<file path="src/rtl/branch_history_queue.sv">
// branch_history_queue
//   Holds in-flight predicted branches between fetch and in-order resolve.
//   Each entry is stored at fetch. It holds the branch PC, the speculative
//   global history seen at prediction, and the predicted direction. When the
//   oldest branch resolves, the block emits a registered training record.
//   The committed history tracks resolved outcomes only. It is the restore
//   point for the speculative history on a mispredict or a flush.
//
// Ports
//   clk, rst            : clock, asynchronous active-high reset
//   fetch_valid/ready   : push handshake; fetch_pc, fetch_pred_taken payload
//   predict_features    : speculative global history (register output)
//   resolve_valid       : oldest branch resolves; resolve_taken = outcome
//   flush               : discard all in-flight branches
//   train_en            : one-cycle pulse; train_pc, train_features, actual_taken
//   mispredict          : one-cycle pulse alongside train_en on a wrong guess
//   count               : number of valid entries
//   underflow_err       : sticky, a resolve arrived while the queue was empty
//
// Handshake: a fetch transfers on a cycle where fetch_valid && fetch_ready,
// unless flush or mispredict recovery happens on that cycle. fetch_ready
// depends only on count, never on fetch_valid. resolve_valid has no ready
// signal. A resolve against an empty queue is dropped and flagged.
module branch_history_queue #(
    parameter int FEATURES = 32,
    parameter int DEPTH    = 8
) (
    input  logic                       clk,
    input  logic                       rst,
    input  logic                       fetch_valid,
    input  logic [31:0]                fetch_pc,
    input  logic                       fetch_pred_taken,
    output logic                       fetch_ready,
    output logic [FEATURES-1:0]        predict_features,
    input  logic                       resolve_valid,
    input  logic                       resolve_taken,
    input  logic                       flush,
    output logic                       train_en,
    output logic [31:0]                train_pc,
    output logic [FEATURES-1:0]        train_features,
    output logic                       actual_taken,
    output logic                       mispredict,
    output logic [$clog2(DEPTH):0]     count,
    output logic                       underflow_err
);
    localparam int PTR_W = $clog2(DEPTH);
    localparam int CNT_W = PTR_W + 1;

    logic [31:0]         pc_mem   [DEPTH];
    logic [FEATURES-1:0] ghr_mem  [DEPTH];
    logic                pred_mem [DEPTH];

    logic [PTR_W-1:0]    head, tail;
    logic [FEATURES-1:0] spec_ghr, committed_ghr;

    logic                resolve_fire, fetch_fire, recover;
    logic [FEATURES-1:0] committed_next;

    assign fetch_ready      = (count != CNT_W'(DEPTH));
    assign predict_features = spec_ghr;

    always_comb begin
        resolve_fire   = resolve_valid && (count != '0) && !flush;
        // A wrong direction on the head restarts fetch from the committed state.
        recover        = resolve_fire && (resolve_taken != pred_mem[head]);
        fetch_fire     = fetch_valid && fetch_ready && !flush && !recover;
        committed_next = {committed_ghr[FEATURES-2:0], resolve_taken};
    end

    // Entry payload is not reset; stale slots are never read while count is 0.
    always_ff @(posedge clk) begin
        if (fetch_fire) begin
            pc_mem[tail]   <= fetch_pc;
            ghr_mem[tail]  <= spec_ghr;
            pred_mem[tail] <= fetch_pred_taken;
        end
    end

    always_ff @(posedge clk or posedge rst) begin
        if (rst) begin
            head           <= '0;
            tail           <= '0;
            count          <= '0;
            spec_ghr       <= '0;
            committed_ghr  <= '0;
            train_en       <= 1'b0;
            train_pc       <= '0;
            train_features <= '0;
            actual_taken   <= 1'b0;
            mispredict     <= 1'b0;
            underflow_err  <= 1'b0;
        end else begin
            train_en   <= 1'b0;
            mispredict <= 1'b0;

            if (resolve_valid && (count == '0) && !flush)
                underflow_err <= 1'b1;

            if (resolve_fire) begin
                train_en       <= 1'b1;
                train_pc       <= pc_mem[head];
                train_features <= ghr_mem[head];
                actual_taken   <= resolve_taken;
                committed_ghr  <= committed_next;
            end

            if (flush) begin
                head     <= '0;
                tail     <= '0;
                count    <= '0;
                spec_ghr <= committed_ghr;
            end else if (recover) begin
                head       <= '0;
                tail       <= '0;
                count      <= '0;
                spec_ghr   <= committed_next;
                mispredict <= 1'b1;
            end else begin
                if (resolve_fire)
                    head <= head + PTR_W'(1);
                if (fetch_fire) begin
                    tail     <= tail + PTR_W'(1);
                    spec_ghr <= {spec_ghr[FEATURES-2:0], fetch_pred_taken};
                end
                case ({resolve_fire, fetch_fire})
                    2'b10:   count <= count - CNT_W'(1);
                    2'b01:   count <= count + CNT_W'(1);
                    default: count <= count;
                endcase
            end
        end
    end
endmodule

</file>
<file path="config.mk">
export PLATFORM = sky130hd
export DESIGN_NAME = branch_history_queue
export DESIGN_NICKNAME = d
export VERILOG_FILES = /design/src/rtl/branch_history_queue.sv
export SDC_FILE = /design/constraint.sdc
export NUM_CORES = 1
export LEC_CHECK = 0
export CAP_MARGIN = 20
export CORE_MARGIN = 4
export CORE_UTILIZATION = 40
export DETAILED_ROUTE_END_ITERATION = 10
export HOLD_SLACK_MARGIN = 0.02
export PLACE_DENSITY = 0.67
export SETUP_SLACK_MARGIN = 0.3
export SLEW_MARGIN = 25
export SYNTH_ARGS = -nofsm -noshare
export SYNTH_HDL_FRONTEND = slang
export SYNTH_SLANG_ARGS = --single-unit
</file>
<file path="constraint.sdc">
create_clock -name clk -period 8.6 [get_ports clk]
set_clock_uncertainty 0.2 [all_clocks]
set_input_delay 1.72 -clock clk [delete_from_list [all_inputs] [get_ports clk]]
set_output_delay 1.72 -clock clk [all_outputs]
set_load 0.1 [all_outputs]
</file>
# Word level (Yosys, flattened, before mapping)
# Memory sizes are Yosys's and may differ from the RTL's. A register that Yosys moved wholly into a read port is not among the register bits.
# Index checks and enable logic that the tools add are counted.
# op_classes
addsub,4
mul,0
n_div,0
n_lt_le_gt_ge,0
eq_ne,4
n_shift,0
n_mux,17
bitwise,0
n_reduce_logical,15
# ops
op,count
two-way mux 32 bit,3
two-way mux 3 bit,6
logical AND 1 bit,8
two-way mux 4 bit,2
case mux 4 bit (2 select lines),1
nonzero test 4 bit,2
"adder 3 x 1 -> 3 bit, second input constant",2
nonzero test 3 bit,2
two-way mux 1 bit,5
"adder 4 x 1 -> 4 bit, second input constant",1
logical NOT 4 bit,1
"inequality test 4 bit, second input constant",1
"subtractor 4 x 1 -> 4 bit, second input constant",1
"equality test 2 x 1 -> 1 bit, second input constant",1
"equality test 2 bit, second input constant",1
logical NOT 1 bit,2
inequality test 1 bit,1
# word_totals
ff_bits,78
latch_bits,0
ram_bits,520
romBits,0
inputBits,39
word_cells,52
mem_count,3
# mem_list
name,words,width,rd,rd_ports_with_merged_regs,write_ports,line,source
ghr_mem,8,32,1,1,1,50,logic [FEATURES-1:0] ghr_mem [DEPTH];
pc_mem,8,32,1,1,1,49,logic [31:0] pc_mem [DEPTH];
pred_mem,8,1,1,0,1,51,logic pred_mem [DEPTH];

# Longest topological paths before layout
# Gate-level depths: netlist of run 1.
# depth
depth_word,10
ltp_mapped,15
ltp_nobuf,13

# Least setup slack after synthesis of run 1
# No wires, ideal clock.
# synth_timing
kind,input-to-reg
start,input flush
end,memory ghr_mem[3][0] (enable)
setup_time_ns,0.581
arrival_ns,7.670
t_required_ns,7.819
slack_ns,0.148
path_stages,7
path_buffers,2
cell_sequence,clkbuf_1 -> nor2b_1 -> and3_1 -> mux2i_4 -> buf_4 -> nand4b_1 -> nor3b_1
# synth_between
elab_chain_len,7
elab_cells_between_ends,8
classes_between,2 x mux; 6 x reduce/logical
# synth_rtl
item,line,source
"start, declared",37,"input logic flush,"
logical NOT 1 bit (*),"63, 66",
logical AND 1 bit,63,resolve_fire = resolve_valid && (count != '0) && !flush;
logical AND 1 bit,65,recover = resolve_fire && (resolve_taken != pred_mem[head]);
logical NOT 1 bit,66,fetch_fire = fetch_valid && fetch_ready && !flush && !recover;
logical AND 1 bit (*),66,
two-way mux 1 bit (*),72,if (fetch_fire) begin
two-way mux 1 bit (not written as such) (*),74,ghr_mem[tail] <= spec_ghr;
"end, declared",50,
# Mark *: on every way between the ends. The rest lies on a longest branch, timed or not.

# Worst setup path after layout of run 1
# layout_timing
start,input resolve_valid
end,memory pc_mem[4][14] (enable)
# layout_between
elab_chain_len,7
# layout_rtl
item,line,source
"start, declared",35,"input logic resolve_valid,"
logical AND 1 bit (2 in a row),63,
logical AND 1 bit,65,
logical NOT 1 bit,66,
logical AND 1 bit,66,
two-way mux 1 bit,72,
two-way mux 1 bit (not written as such),73,pc_mem[tail] <= fetch_pc;
"end, declared",49,
# No other way between the ends.

==> impl_metrics.csv, run 1 <==
group,metric,value,unit
logic_synthesis,synth_seq_area_share,75.5,%
clock_network,reg_clk_slew_reported_paths,0.06,ns
sta,slew_headroom,28.2,%
floorplanning,floorplan.die.height,260,µm
logic_synthesis,ys_seq_elements,661,
cells_and_area,fin_cells,2415,
sta,fmax,0.194,GHz
logic_synthesis,syn-cell-area,0.0253,mm²
critical_path,worstPathCellList,"clkdlybuf4s50_1 -> nor2b_1 -> and3_1 -> mux2i_4 -> inv_2 -> nor4_1 -> and3b_4 -> buf_4",
clock_network,clkSinkCount,661,
min_path,startpoint_of_the_most_critical_hold_path,"train_features[3]$_DFFE_PP0P_",
clock_network,cts_htree_levels,3,
sta,final.min_clock_period,5.15,ns
grt,grt_pass1_vias,13200,
power_and_ir_drop,p_total,10.0,mW
floorplanning,fp-row-count,92,
place,place.detailed.hpwl,30700,µm
logic_synthesis,synthCells,1360,
place,place_inst,2291,
critical_path,worst_setup_path_end_kind,"register",
cells_and_area,fin_area,0.0300,mm²
critical_path,critical_path.slowest_cell,"and3b_4",
grt,antenna_violations_before_repair,3,
sta,hold_viol,0,
run,maxCapViolations,0,
floorplanning,chip_width,260,µm
critical_path,critPathBufInv,3,
floorplanning,io_pins,144,
floorplanning,floorplan.core_area,0.0629,mm²
grt,wire_length_of_the_first_global_routing_pass,80800,µm
critical_path,critical-path-max-stage-delay,0.72,ns
place,port_buffers,143,
grt,grtUsageTotal,15.7,%
sta,setup_slack,3.45,ns
logic_synthesis,synth_warnings,0,
clock_network,post_cts_setup_buffer_count,0,
cells_and_area,final_core_utilization,47.8,%
logic_synthesis,synth-async-reset-ratio,21.3,%
place,detailed_place.area,0.0278,mm²
critical_path,timing.critical_path.fanout_max,39,
routing,detailedRoute.firstIterationViolations,1004,
clock_network,worstSkewPairLatency,0.59,ns
sta,grt_setup_unrepaired,"false",
routing,route.final.wire_length,52500,µm
critical_path,r2r_start,"head[0]$_DFFE_PP0P_",
cells_and_area,mostFrequentLayoutCells,"520 x edfxtp_1, 165 x nand2_1, 142 x clkdlybuf4s50_1",
min_path,classification_of_the_worst_slack_hold_path,"register to register",
critical_path,critPathLaunch,"resolve_valid",
routing,number_of_optimization_iterations_in_the_first_detailed_route_pass,7,
logic_synthesis,ys.flop_type,"edfxtp_1",
clock_network,cts_tree,"done",
sta,final_min_period_over_clock_period,59.9,%
sta,tightest_slew,1.07,ns
cells_and_area,final_nets,1560,
place,gp_routability_congestion,0.756,
power_and_ir_drop,ir_worst_vdd,0.226,mV
sta,setup_viol,0,
floorplanning,design.die.area,0.0675,mm²
cells_and_area,drive_above_1_share,16.8,%
logic_synthesis,syn_nets,1405,
clock_network,cts_hold_repair.buffers,0,
critical_path,cell_family_with_the_largest_share_of_critical_path_delay,"simple AND/OR/NAND/NOR gates",
critical_path,worst_setup_path_start_kind,"input port",
critical_path,critPathArrivalTime,5.15,ns
sta,slew_viol_final,0,
logic_synthesis,synthesized_area_per_cell,18.6,µm²
grt,largest_net_degree_at_the_start_of_global_routing,98,
critical_path,worst_endpoint_required_time,8.60,ns
clock_network,clk_root_buffer_cell,"clkbuf_16",
clock_network,cts_inserted_buffers,67,
clock_network,post_cts_resize_count,0,
logic_synthesis,synth.lib_cells_used.distinct,39,
power_and_ir_drop,p_leak,10.2,nW
routing,remaining_drc_errors,0,
routing,drt-wirelength-per-cell,21.7,µm
sta,minimum_hold_slack,0.277,ns
logic_synthesis,synth_edf_count,520,
outcome,outcome,"completed",
grt,grt-ovfl-total,0,
routing,dr_total_vias,12600,
clock_network,cts-root-to-sink-buffers,3,
sta,setup-tns-final,0,ns
cells_and_area,layout.cells.most_common,"edfxtp_1",
routing,vias_per_cell,5.22,
power_and_ir_drop,power_per_cell_area,334,mW/mm²
cells_and_area,n_antenna_cell,0,
routing,final_antenna_violating_net_count,0,
floorplanning,initial_utilization,40.3,%
critical_path,critPathKind,"input port to register",
cells_and_area,area.growth.synth_to_final,18.5,%
place,placement.setup.worst_slack,2.78,ns
[cells in the mapped netlist, drive strengths merged, types with 2 or more instances]
master	count	area, µm²
o21ai	66	330
nor3b	3	22.5
and3b	2	17.5
edfxtp	520	15600
mux4	129	2910
nor2	14	52.6
nand2	166	623
and3	2	12.5
dfrtp	141	3530
inv	6	22.5
mux2i	92	933
nand2b	5	31.3
a21o	3	22.5
ha	5	62.6
xnor2	2	17.5
a21oi	10	50.1
nor3	34	170
buf	22	96.3
a211oi	27	203
nor2b	28	175
o22a	4	35.0
clkbuf	55	206
xor2	4	35.0
mux2	4	45.0
nor4	2	12.5
or3	2	12.5
a22o	4	35.0
[kinds of logic (layout without fill, tap and decap cells)]
| group | Yosys count | after routing | share of synthesized area [%] |
|---|---|---|---|
| fa+ha+maj | 6 | 6 | 0.326 |
| flops | 661 | 661 | 75.5 |
| mux | 225 | 225 | 15.3 |
| xor+xnor | 6 | 6 | 0.207 |
| buf+inv | 83 | 292 | 1.28 |
| simple gates | 264 | 264 | 4.63 |
| compound gates | 115 | 115 | 2.70 |
[final timing paths]
check / endpoint / slack, ns / cells after the start
setup / recovery: pc_mem[4][14]$_DFFE_PP_ / 3.45 / 8
hold / removal: train_features[3]$_DFFE_PP0P_ / 0.28 / 2
setup reg to reg: pc_mem[4][14]$_DFFE_PP_ / 3.63 / 7
hold reg to reg: train_features[3]$_DFFE_PP0P_ / 0.28 / 2
max in group asynchronous: predict_features[7]$_DFFE_PP0P_ / 5.46 / 3
min in group asynchronous: train_features[30]$_DFFE_PP0P_ / 1.45 / 2
[state kept, by name, indices dropped and copies added, names as in the netlist]
name	flops
ghr_mem	256
committed_ghr	32
tail	3
mispredict	1
underflow_err	1
pred_mem	8
train_pc	32
pc_mem	256
train_features	32
head	3
predict_features	32
train_en	1
count	4
[power breakdown]
part           switching, mW  total (mW)  leakage [nW]  internal, mW
combinational           2.13        3.02          2.65         0.898
clock                   1.17        2.86          1.07          1.69
sequential             0.327        4.16          6.52          3.83
[area by class of cell]
type	instances	area (µm²)
tap	846	1060
multi-input combinational	616	5960
clock buffer	90	1870
sequential	661	19200
clock inverter	33	322
timing repair buffer	163	1650
fill	5256	32800
inverter	6	30.0
[layer usage]
layer  GRT usage [%]  up-vias  part of all wire [%]
met1            22.1     6555                    44
met3            2.99       78                   5.4
met5               0        -                 0.048
li1                -     5641                     -
met4            4.51        4                   2.0
met2            25.3      331                    48
[worst reg2reg max path, stage by stage, from the launching register on]
cell and delay, ns:
dfrtp_4 0.93, mux2_1 0.40, mux4_2 0.56, mux2i_4 0.21
inv_2 0.29, nor4_1 0.66, and3b_4 0.72, buf_4 0.62
No activity file was read; power rests on OpenSTA's default activity.
==> run 2, diff against run 1 <==
--- a/config.mk
+++ b/config.mk
@@ -10,7 +10,7 @@
 export CORE_UTILIZATION = 40
 export DETAILED_ROUTE_END_ITERATION = 10
 export HOLD_SLACK_MARGIN = 0.02
-export PLACE_DENSITY = 0.67
+export PLACE_DENSITY = 0.69
 export SETUP_SLACK_MARGIN = 0.3
 export SLEW_MARGIN = 25
 export SYNTH_ARGS = -nofsm -noshare
==> constraint.sdc (replaced) <==
create_clock -name clk -period 4.1 [get_ports clk]
set_clock_uncertainty 0.2 [all_clocks]
set_input_delay 0.82 -clock clk [delete_from_list [all_inputs] [get_ports clk]]
set_output_delay 0.82 -clock clk [all_outputs]
set_load 0.1 [all_outputs]
==> impl_metrics.csv, run 2 (synthesis gave the netlist of run 1 again) <==
group,metric,value,unit
critical_path,critPathBufInv,1,
floorplanning,io_pins,144,
place,port_buffers,143,
power_and_ir_drop,power_per_cell_area,696,mW/mm²
routing,route.final.wire_length,54100,µm
cells_and_area,n_antenna_cell,0,
sta,tightest_slew,1.06,ns
place,detailed_place.area,0.0281,mm²
outcome,outcome,"completed",
place,gp_routability_congestion,0.749,
floorplanning,chip_width,260,µm
floorplanning,design.die.area,0.0675,mm²
critical_path,critPathKind,"register to register",
min_path,classification_of_the_worst_slack_hold_path,"register to register",
min_path,startpoint_of_the_most_critical_hold_path,"underflow_err$_DFFE_PP0P_",
clock_network,cts_inserted_buffers,69,
floorplanning,floorplan.die.height,260,µm
cells_and_area,drive_above_1_share,18.5,%
critical_path,reg2reg_slack,0.49,ns
routing,dr_total_vias,12800,
routing,detailedRoute.firstIterationViolations,1051,
critical_path,critical-path-max-stage-delay,0.55,ns
place,place.detailed.hpwl,31100,µm
sta,final.min_clock_period,3.61,ns
routing,final_antenna_violating_net_count,0,
clock_network,cts-root-to-sink-buffers,3,
sta,fmax,0.277,GHz
cells_and_area,final_core_utilization,48.0,%
critical_path,critPathArrivalTime,3.93,ns
critical_path,worst_setup_path_start_kind,"register",
clock_network,post_cts_setup_buffer_count,0,
grt,largest_net_degree_at_the_start_of_global_routing,163,
routing,remaining_drc_errors,0,
routing,vias_per_cell,5.24,
sta,final_min_period_over_clock_period,88.0,%
critical_path,worstPathCellList,"mux2_1 -> mux4_2 -> mux2i_4 -> nand2b_1 -> nor2_1 -> ha_1 -> inv_1 -> ha_1 -> a21o_1 -> a21oi_2 -> xnor2_1 -> or3_1 -> a21oi_1",
routing,number_of_optimization_iterations_in_the_first_detailed_route_pass,5,
clock_network,cts_htree_levels,3,
grt,grt_pass1_vias,13300,
floorplanning,initial_utilization,40.3,%
cells_and_area,mostFrequentLayoutCells,"520 x edfxtp_1, 165 x nand2_1, 138 x dfrtp_1",
power_and_ir_drop,p_leak,10.4,nW
cells_and_area,top_regs,"ghr_mem x256, pc_mem x256",
clock_network,worstSkewPairLatency,0.61,ns
clock_network,cts_tree,"done",
critical_path,critPathLaunch,"head[0]$_DFFE_PP0P_",
critical_path,worst_setup_path_end_kind,"register",
critical_path,r2r_start,"head[0]$_DFFE_PP0P_",
clock_network,clk_root_buffer_cell,"clkbuf_16",
grt,wire_length_of_the_first_global_routing_pass,83600,µm
clock_network,reg_clk_slew_reported_paths,0.06,ns
critical_path,cell_family_with_the_largest_share_of_critical_path_delay,"multiplexers",
cells_and_area,final_nets,1580,
sta,hold_viol,0,
run,maxCapViolations,0,
routing,drt-wirelength-per-cell,22.2,µm
power_and_ir_drop,ir_worst_vdd,0.523,mV
sta,slew_viol_final,0,
place,placement.setup.worst_slack,0.201,ns
clock_network,clkSinkCount,661,
grt,antenna_violations_before_repair,0,
sta,setup_viol,0,
grt,grtUsageTotal,16.2,%
critical_path,timing.critical_path.fanout_max,6,
floorplanning,fp-row-count,92,
critical_path,critical_path.slowest_cell,"mux4_2",
cells_and_area,area.growth.synth_to_final,19.1,%
floorplanning,floorplan.core_area,0.0629,mm²
critical_path,crit_path_frequent_cell,"ha_1",
grt,grt-ovfl-total,0,
cells_and_area,fin_area,0.0302,mm²
sta,slew_headroom,29.1,%
sta,grt_setup_unrepaired,"false",
cells_and_area,layout.cells.most_common,"edfxtp_1",
sta,setup_slack,0.492,ns
critical_path,worst_endpoint_required_time,4.42,ns
run 2: cell count changes in the layout (fill, tap and decap cells not counted), moves of 2 or more:
cell / delta
buf_4: +22
bufinv_16: -4
clkbuf_16: +3
clkinv_1: +3
inv_6: -2
buf_12: +10
clkdlybuf4s50_1: -12
clkbuf_8: -2
clkinv_2: +6
run 2: worst paths after layout:
| path | endpoint | depth (start not counted) |
|---|---|---|
| max reg2reg | count[3]$_DFFE_PP0P_ | 13 |
| min in group asynchronous | train_pc[4]$_DFFE_PP0P_ | 2 |
| max | count[3]$_DFFE_PP0P_ | 13 |
| min | underflow_err$_DFFE_PP0P_ | 1 |
| min reg2reg | underflow_err$_DFFE_PP0P_ | 1 |
| max in group asynchronous | predict_features[8]$_DFFE_PP0P_ | 3 |
run 2: what timing repair did:
action | CTS | global route
hold buffers | 0 | 0
resized for setup | 0 | 1
endpoints found under the setup margin | 0 | 1
run 2: power breakdown:
| group | leakage (nW) | total (mW) | internal, mW | switching, mW |
|---|---|---|---|---|
| clock network | 1.05 | 5.90 | 3.37 | 2.53 |
| logic | 2.78 | 6.53 | 1.92 | 4.61 |
| registers | 6.52 | 8.58 | 8.05 | 0.531 |
run 2: final cells by class:
cell class | count | area (µm²)
Clock buffer | 92 | 1920
Clock inverter | 36 | 225
Fill cell | 5207 | 32700
Inverter | 6 | 27.5
Multi-Input combinational cell | 616 | 5970
Sequential cell | 661 | 19200
Tap cell | 846 | 1060
Timing Repair Buffer | 181 | 1850
run 2: worst reg2reg max path, stage by stage, from the launching register on:
cell      delay (ns)
dfrtp_4         0.52
mux2_1          0.32
mux4_2          0.55
mux2i_4         0.22
nand2b_1        0.10
nor2_1          0.10
ha_1            0.24
inv_1           0.09
ha_1            0.28
a21o_1          0.20
a21oi_2         0.16
xnor2_1         0.09
or3_1           0.32
a21oi_1         0.16
run 2: routing by layer:
metal / track usage (%) / up-vias / part of all wire (%)
li1: - / 5674 / -
met4: 4.27 / 0 / 1.9
met3: 4.22 / 77 / 6.6
met1: 22.3 / 6668 / 43
met2: 26.1 / 348 / 49
met5: 0 / - / 0
run 2: stage by stage:
step / total power [mW] / std cells / TNS [ns] / hold slack, ns
floorplan: 13.6 / 1360 / -450.10 / 0.246
global placement: 15.2 / 2310 / 0 / 0.256
detailed placement: 15.3 / 2310 / 0 / 0.256
CTS: 21.3 / 2438 / 0 / 0.269
global route: 21.9 / 2438 / 0 / 0.297
finish: 21.0 / 2438 / 0 / 0.262
